### src/rtl/mem_stage_pkg.sv
// Shared definitions for the MIPS32 memory stage: op codes, bus levels and the
// memory-op decode used by the alignment unit and the stage register.
package mem_stage_pkg;

  localparam int ADDR_W = 32;
  localparam int DATA_W = 32;
  localparam int REG_W  = 5;
  localparam int OP_W   = 8;

  localparam logic [DATA_W-1:0] ZERO_WORD = '0;

  localparam logic CHIP_ENABLE   = 1'b1;
  localparam logic CHIP_DISABLE  = 1'b0;
  localparam logic WRITE_ENABLE  = 1'b1;
  localparam logic WRITE_DISABLE = 1'b0;

  localparam logic [OP_W-1:0] OP_LB  = 8'hE0;
  localparam logic [OP_W-1:0] OP_LH  = 8'hE1;
  localparam logic [OP_W-1:0] OP_LW  = 8'hE3;
  localparam logic [OP_W-1:0] OP_LBU = 8'hE4;
  localparam logic [OP_W-1:0] OP_LHU = 8'hE5;
  localparam logic [OP_W-1:0] OP_SB  = 8'hE8;
  localparam logic [OP_W-1:0] OP_SH  = 8'hE9;
  localparam logic [OP_W-1:0] OP_SW  = 8'hEB;
  localparam logic [OP_W-1:0] OP_LL  = 8'hF0;
  localparam logic [OP_W-1:0] OP_SC  = 8'hF8;

  typedef enum logic [1:0] {
    SZ_NONE = 2'd0,
    SZ_BYTE = 2'd1,
    SZ_HALF = 2'd2,
    SZ_WORD = 2'd3
  } mem_size_e;

  typedef struct packed {
    logic      is_mem;
    logic      is_load;
    logic      is_store;
    logic      sign_ext;
    logic      is_ll;
    logic      is_sc;
    mem_size_e size;
  } mem_dec_t;

  function automatic mem_dec_t decode_op(input logic [OP_W-1:0] op);
    mem_dec_t d;
    d = '{is_mem: 1'b0, is_load: 1'b0, is_store: 1'b0, sign_ext: 1'b0,
          is_ll: 1'b0, is_sc: 1'b0, size: SZ_NONE};
    case (op)
      OP_LB:  begin d.is_mem = 1'b1; d.is_load = 1'b1; d.sign_ext = 1'b1; d.size = SZ_BYTE; end
      OP_LH:  begin d.is_mem = 1'b1; d.is_load = 1'b1; d.sign_ext = 1'b1; d.size = SZ_HALF; end
      OP_LW:  begin d.is_mem = 1'b1; d.is_load = 1'b1; d.size = SZ_WORD; end
      OP_LBU: begin d.is_mem = 1'b1; d.is_load = 1'b1; d.size = SZ_BYTE; end
      OP_LHU: begin d.is_mem = 1'b1; d.is_load = 1'b1; d.size = SZ_HALF; end
      OP_SB:  begin d.is_mem = 1'b1; d.is_store = 1'b1; d.size = SZ_BYTE; end
      OP_SH:  begin d.is_mem = 1'b1; d.is_store = 1'b1; d.size = SZ_HALF; end
      OP_SW:  begin d.is_mem = 1'b1; d.is_store = 1'b1; d.size = SZ_WORD; end
      OP_LL:  begin d.is_mem = 1'b1; d.is_load = 1'b1; d.is_ll = 1'b1; d.size = SZ_WORD; end
      OP_SC:  begin d.is_mem = 1'b1; d.is_store = 1'b1; d.is_sc = 1'b1; d.size = SZ_WORD; end
      default: ;
    endcase
    return d;
  endfunction

endpackage

### src/rtl/mem_stage_align.sv
// Combinational byte-lane logic: big-endian select, store replication,
// load extraction/extension and address-alignment error detection.
module mem_stage_align
  import mem_stage_pkg::*;
(
  input  logic [OP_W-1:0]   i_op,
  input  logic [1:0]        i_addr_lo,
  input  logic [DATA_W-1:0] i_sdata,
  input  logic [DATA_W-1:0] i_rdata,
  output mem_dec_t          o_dec,
  output logic [3:0]        o_sel,
  output logic [DATA_W-1:0] o_wdata,
  output logic [DATA_W-1:0] o_ldata,
  output logic              o_adel,
  output logic              o_ades
);

  mem_dec_t          w_dec;
  logic              w_misalign;
  logic [DATA_W-1:0] w_bshift;
  logic [DATA_W-1:0] w_hshift;

  assign w_dec = decode_op(i_op);
  assign o_dec = w_dec;

  // Lane 3 holds the lowest address, so the shift is (3 - addr) lanes.
  assign w_bshift = i_rdata >> {~i_addr_lo, 3'b000};
  assign w_hshift = i_rdata >> {~i_addr_lo[1], 4'b0000};

  always_comb begin
    o_sel      = 4'b0000;
    o_wdata    = ZERO_WORD;
    o_ldata    = ZERO_WORD;
    w_misalign = 1'b0;
    case (w_dec.size)
      SZ_BYTE: begin
        o_sel   = 4'b1000 >> i_addr_lo;
        o_wdata = {4{i_sdata[7:0]}};
        o_ldata = {{24{w_dec.sign_ext & w_bshift[7]}}, w_bshift[7:0]};
      end
      SZ_HALF: begin
        o_sel      = i_addr_lo[1] ? 4'b0011 : 4'b1100;
        o_wdata    = {2{i_sdata[15:0]}};
        o_ldata    = {{16{w_dec.sign_ext & w_hshift[15]}}, w_hshift[15:0]};
        w_misalign = i_addr_lo[0];
      end
      SZ_WORD: begin
        o_sel      = 4'b1111;
        o_wdata    = i_sdata;
        o_ldata    = i_rdata;
        w_misalign = |i_addr_lo;
      end
      default: ;
    endcase
  end

  assign o_adel = w_misalign & w_dec.is_load;
  assign o_ades = w_misalign & w_dec.is_store;

endmodule

### src/rtl/mem_stage.sv
// MIPS32 memory stage: drives data_ram, resolves LL/SC via the link bit and
// holds the MEM/WB register with the address-error flags.
module mem_stage
  import mem_stage_pkg::*;
(
  input  logic              clk,
  input  logic              rst,
  input  logic              i_stall,
  input  logic              i_flush,
  input  logic [OP_W-1:0]   i_ex_aluop,
  input  logic [ADDR_W-1:0] i_ex_addr,
  input  logic [DATA_W-1:0] i_ex_sdata,
  input  logic [REG_W-1:0]  i_ex_wd,
  input  logic              i_ex_wreg,
  input  logic [DATA_W-1:0] i_ex_wdata,
  output logic              o_ram_ce,
  output logic              o_ram_we,
  output logic [ADDR_W-1:0] o_ram_addr,
  output logic [3:0]        o_ram_sel,
  output logic [DATA_W-1:0] o_ram_wdata,
  input  logic [DATA_W-1:0] i_ram_rdata,
  output logic [REG_W-1:0]  o_fwd_wd,
  output logic              o_fwd_wreg,
  output logic [DATA_W-1:0] o_fwd_wdata,
  output logic [REG_W-1:0]  o_wb_wd,
  output logic              o_wb_wreg,
  output logic [DATA_W-1:0] o_wb_wdata,
  output logic              o_exc_adel,
  output logic              o_exc_ades,
  output logic [ADDR_W-1:0] o_bad_vaddr,
  output logic              o_llbit
);

  mem_dec_t          w_dec;
  logic [DATA_W-1:0] w_ldata;
  logic              w_adel;
  logic              w_ades;
  logic              w_err;

  logic [REG_W-1:0]  r_wb_wd;
  logic              r_wb_wreg;
  logic [DATA_W-1:0] r_wb_wdata;
  logic              r_exc_adel;
  logic              r_exc_ades;
  logic [ADDR_W-1:0] r_bad_vaddr;
  logic              r_llbit;

  mem_stage_align u_align (
    .i_op      (i_ex_aluop),
    .i_addr_lo (i_ex_addr[1:0]),
    .i_sdata   (i_ex_sdata),
    .i_rdata   (i_ram_rdata),
    .o_dec     (w_dec),
    .o_sel     (o_ram_sel),
    .o_wdata   (o_ram_wdata),
    .o_ldata   (w_ldata),
    .o_adel    (w_adel),
    .o_ades    (w_ades)
  );

  assign w_err      = w_adel | w_ades;
  assign o_ram_addr = i_ex_addr;
  assign o_ram_ce   = (w_dec.is_mem && !w_err) ? CHIP_ENABLE : CHIP_DISABLE;

  // A failing SC still enables the chip but never writes.
  always_comb begin
    o_ram_we = WRITE_DISABLE;
    if (w_dec.is_store && !w_err && !i_stall && (!w_dec.is_sc || r_llbit))
      o_ram_we = WRITE_ENABLE;
  end

  always_comb begin
    o_fwd_wd    = i_ex_wd;
    o_fwd_wreg  = i_ex_wreg;
    o_fwd_wdata = i_ex_wdata;
    if (w_err) begin
      o_fwd_wreg = 1'b0;
    end else if (w_dec.is_sc) begin
      o_fwd_wreg  = 1'b1;
      o_fwd_wdata = {{(DATA_W-1){1'b0}}, r_llbit};
    end else if (w_dec.is_load) begin
      o_fwd_wdata = w_ldata;
    end
  end

  always_ff @(posedge clk or posedge rst) begin
    if (rst) begin
      r_wb_wd     <= '0;
      r_wb_wreg   <= 1'b0;
      r_wb_wdata  <= ZERO_WORD;
      r_exc_adel  <= 1'b0;
      r_exc_ades  <= 1'b0;
      r_bad_vaddr <= '0;
      r_llbit     <= 1'b0;
    end else if (i_flush) begin
      r_wb_wd     <= '0;
      r_wb_wreg   <= 1'b0;
      r_wb_wdata  <= ZERO_WORD;
      r_exc_adel  <= 1'b0;
      r_exc_ades  <= 1'b0;
      r_bad_vaddr <= '0;
      r_llbit     <= 1'b0;
    end else if (!i_stall) begin
      r_wb_wd     <= o_fwd_wd;
      r_wb_wreg   <= o_fwd_wreg;
      r_wb_wdata  <= o_fwd_wdata;
      r_exc_adel  <= w_adel;
      r_exc_ades  <= w_ades;
      r_bad_vaddr <= w_err ? i_ex_addr : '0;
      if (w_dec.is_ll && !w_err)
        r_llbit <= 1'b1;
      else if (w_dec.is_sc && !w_err)
        r_llbit <= 1'b0;
    end
  end

  assign o_wb_wd     = r_wb_wd;
  assign o_wb_wreg   = r_wb_wreg;
  assign o_wb_wdata  = r_wb_wdata;
  assign o_exc_adel  = r_exc_adel;
  assign o_exc_ades  = r_exc_ades;
  assign o_bad_vaddr = r_bad_vaddr;
  assign o_llbit     = r_llbit;

endmodule

### config.mk
export PLATFORM = sky130hd
export DESIGN_NAME = mem_stage
export DESIGN_NICKNAME = d
export VERILOG_FILES = /design/src/rtl/mem_stage_pkg.sv /design/src/rtl/mem_stage_align.sv /design/src/rtl/mem_stage.sv
export SDC_FILE = /design/constraint.sdc
export NUM_CORES = 1
export LEC_CHECK = 0
export ABC_AREA = 1
export CAP_MARGIN = 5
export CORE_AREA = 5 5 125 127
export CTS_CLUSTER_DIAMETER = 60
export DETAILED_ROUTE_END_ITERATION = 7
export DIE_AREA = 0 0 130 132
export PLACE_DENSITY = 0.77
export SKIP_CTS_REPAIR_TIMING = 1
export SYNTH_ARGS = -nofsm -noshare
export SYNTH_HDL_FRONTEND = slang
export SYNTH_SLANG_ARGS = --single-unit
### constraint.sdc
create_clock -name clk -period 3.5 [get_ports clk]
set_clock_uncertainty 0.05 [all_clocks]
set_input_delay 1.05 -clock clk [delete_from_list [all_inputs] [get_ports clk]]
set_output_delay 1.05 -clock clk [all_outputs]
set_load 0.005 [all_outputs]
==> results.txt <==
outcome = complete, but fails checks
failing checks = setup timing
area of the die = 17200 um^2
fin crit share = 107%
1st-iter DRT viols = 535
critical path capture point type = primary output
Yosys warnings = 0
Slew headroom = 52.3%
Core Util, Final = 71.8%
Detail Placement HPWL = 17200 um
Slowest Stage Delay on Critical Path = 0.57 ns
worst hold path class = flop to flop
non-filler cells, final = 1282
grt ovf = 0
register area share after synthesis = 37.4%
Async SR Flop Fraction = 100%
DP Cell Count = 1210
clock sink count = 73
Mean Syn Cell Area = 7.01 um^2
setup ws final = -0.242 ns
post-route ant nets = 0
Via Count = 6493
setup violators final = 43
crit start category = primary input
Cells on Worst Hold Path = 2
fin. max-slew vios = 0
critical path required time = 2.40 ns
actual slew at the worst max-slew pin = 0.715 ns
largest net degree at the start of global routing = 64
H-tree Lvls = 3
Core Box Area = 14300 um^2
CTS Buf Count = 9
WL/cell = 19.3 um
Die Wd = 130 um
Max Cap Violations = 0
setup TNS = -6.97 ns
share of cells above drive strength 1 = 30.7%
Routed WL = 24700 um
Post-Synthesis Cells = 697
syn_nets = 843
Clock Latency Late Sink = 0.34 ns
Initial Util = 34.1%
antenna violations before repair = 1
post-synthesis register bit count = 73
worst path arrival time = 2.64 ns
pwr/cell area = 253 nW/um^2
Root Buffer = clkbuf_16
crit path max fanout = 9
TritonRoute pass-1 iters = 5
# IOs = 327
pre-CTS setup slack = -0.952 ns
Final nets = 1238
Via density = 5.06
CTS tree = done
Lkg Pwr = 0.00552 uW
Total GRT Usage = 24.9%
vias in the first global route = 6171
predominant post-synthesis flop cell = dfrtp_1
port bufs = 326
synth-to-layout area growth = 110%
Max IR drop VDD = 0.250 mV
RSZ-0062 raised after global routing = yes
die height = 132 um
clk slew on worst S/H paths = 0.06 ns
Synth cell types = 34
Cell Rows = 44
Final Hold Viols = 0
Routability Congestion = 0.954
Post-Syn Area = 4890 um^2
CP max-delay cell = clkdlybuf4s50_1
R2R depth = 6
global-route wire length before repair = 33700 um
Max Fclk = 267 MHz
number of flops mapped to enable cells by yosys = 0
CP Cell Sequence = buf_8 > inv_4 > nand4_1 > nor2_1 > buf_4 > inv_1 > o21ai_0 > clkdlybuf4s50_1
Fill cells = 1089
Clock Path Buffers = 2
crit path kind = primary input to primary output
DRC viols = 0
Period minus WS final = 3.74 ns
## kinds of logic (layout without fill, tap and decap cells)
kind of cell,count (synthesis),count (layout),synth area share [%]
buffers and inverters,121,520,13.4
other,0,1,0
AO/OA/AOI/OAI,108,108,16.7
AND/OR/NAND/NOR,395,396,32.5
flip-flops,73,73,37.4
## metal layers
metal  global-route usage, %  up-vias  wire, um  part of all wire (%)
met2                    41.1      289     12700                    51
met1                    31.1     3113      9510                    38
met3                    7.33       41      1930                   7.8
met5                       0        -         0                     0
met4                    8.14        0       584                   2.4
li1                        -     3050         -                     -
## path summary, 6_finish.rpt
| check | start | slack, ns | end |
|---|---|---|---|
| max in group asynchronous | rst | 1.66 | o_bad_vaddr[31] |
| min | o_wb_wdata[13] | 0.43 | o_wb_wdata[13] |
| min in group asynchronous | rst | 1.07 | o_wb_wdata[12] |
| max | i_ex_aluop[4] | -0.24 | o_ram_sel[0] |
| max reg2reg | o_llbit | 2.35 | o_wb_wdata[0] |
| min reg2reg | o_wb_wdata[13] | 0.43 | o_wb_wdata[13] |
## where the power goes
| group | internal [uW] | total, uW | leakage (uW) | switching, uW |
|---|---|---|---|---|
| Sequential | 871 | 886 | 0.000995 | 15.6 |
| Combinational | 403 | 701 | 0.00436 | 297 |
| Clock | 646 | 1020 | 0.000163 | 371 |
## cells in the final DEF, fill, tap and decap left out, types with 13 or more instances in the layout
master,Yosys,layout
a32o_1,30,30
buf_12,0,13
buf_4,46,93
buf_6,2,35
clkbuf_16,0,15
clkbuf_2,0,17
clkdlybuf4s50_1,0,243
dfrtp_1,73,73
dlymetal6s2s_1,0,39
inv_1,42,35
nand2_1,312,216
nand2_2,5,53
nand2_4,0,49
nand3_1,20,14
nor2_1,42,35
o211ai_1,29,29
o21ai_0,20,14
## per-stage QoR
stage               hold slack [ns]  area (um^2)  total power [uW]
finish                        0.429        10300              2600
global route                  0.446        10300              2700
CTS                           0.430         8890              2520
detailed placement            0.414         8560              1500
global placement              0.413         8560              1500
floorplan                     0.422         4890              1090
## synth_stat cells (2+ instances only)
cell / instances / area, um^2
buf_1: 3 / 11.3
o21ai_0: 20 / 100
o22ai_1: 8 / 50.1
or2_2: 3 / 18.8
buf_2: 10 / 50.1
nand2_2: 5 / 31.3
dfrtp_1: 73 / 1830
a21oi_1: 6 / 30.0
a32o_1: 30 / 300
a22oi_1: 5 / 37.5
nor2_4: 2 / 22.5
inv_1: 42 / 158
a22o_1: 5 / 43.8
nand2_1: 312 / 1170
buf_4: 46 / 345
buf_6: 2 / 22.5
nor2_2: 2 / 12.5
inv_2: 5 / 18.8
clkbuf_1: 13 / 48.8
o211ai_1: 29 / 218
nor2_1: 42 / 158
nand3_1: 20 / 100
nand4_1: 3 / 18.8
## sequential cells by signal (all words and copies together), names as in the netlist
signal       cells
o_bad_vaddr     32
o_exc_adel       1
o_exc_ades       1
o_llbit          1
o_wb_wd          5
o_wb_wdata      32
o_wb_wreg        1
## worst max-delay path: cells and delay by family
family,cells,cell delay (ns)
simple gates,2,0.33
buf+inv,5,1.02
compound gates,1,0.23
## final cells by class
type	count	area [um^2]	share of cell area, %
timing repair buffer	457	4640	45.2
inverter	47	188	1.83
clock inverter	6	91.3	0.888
multi-input combinational	504	3060	29.8
tap	184	230	2.24
antenna	1	2.50	0.0243
sequential	73	1830	17.8
clock buffer	10	239	2.32
No activity file was read; power rests on OpenSTA's default activity.
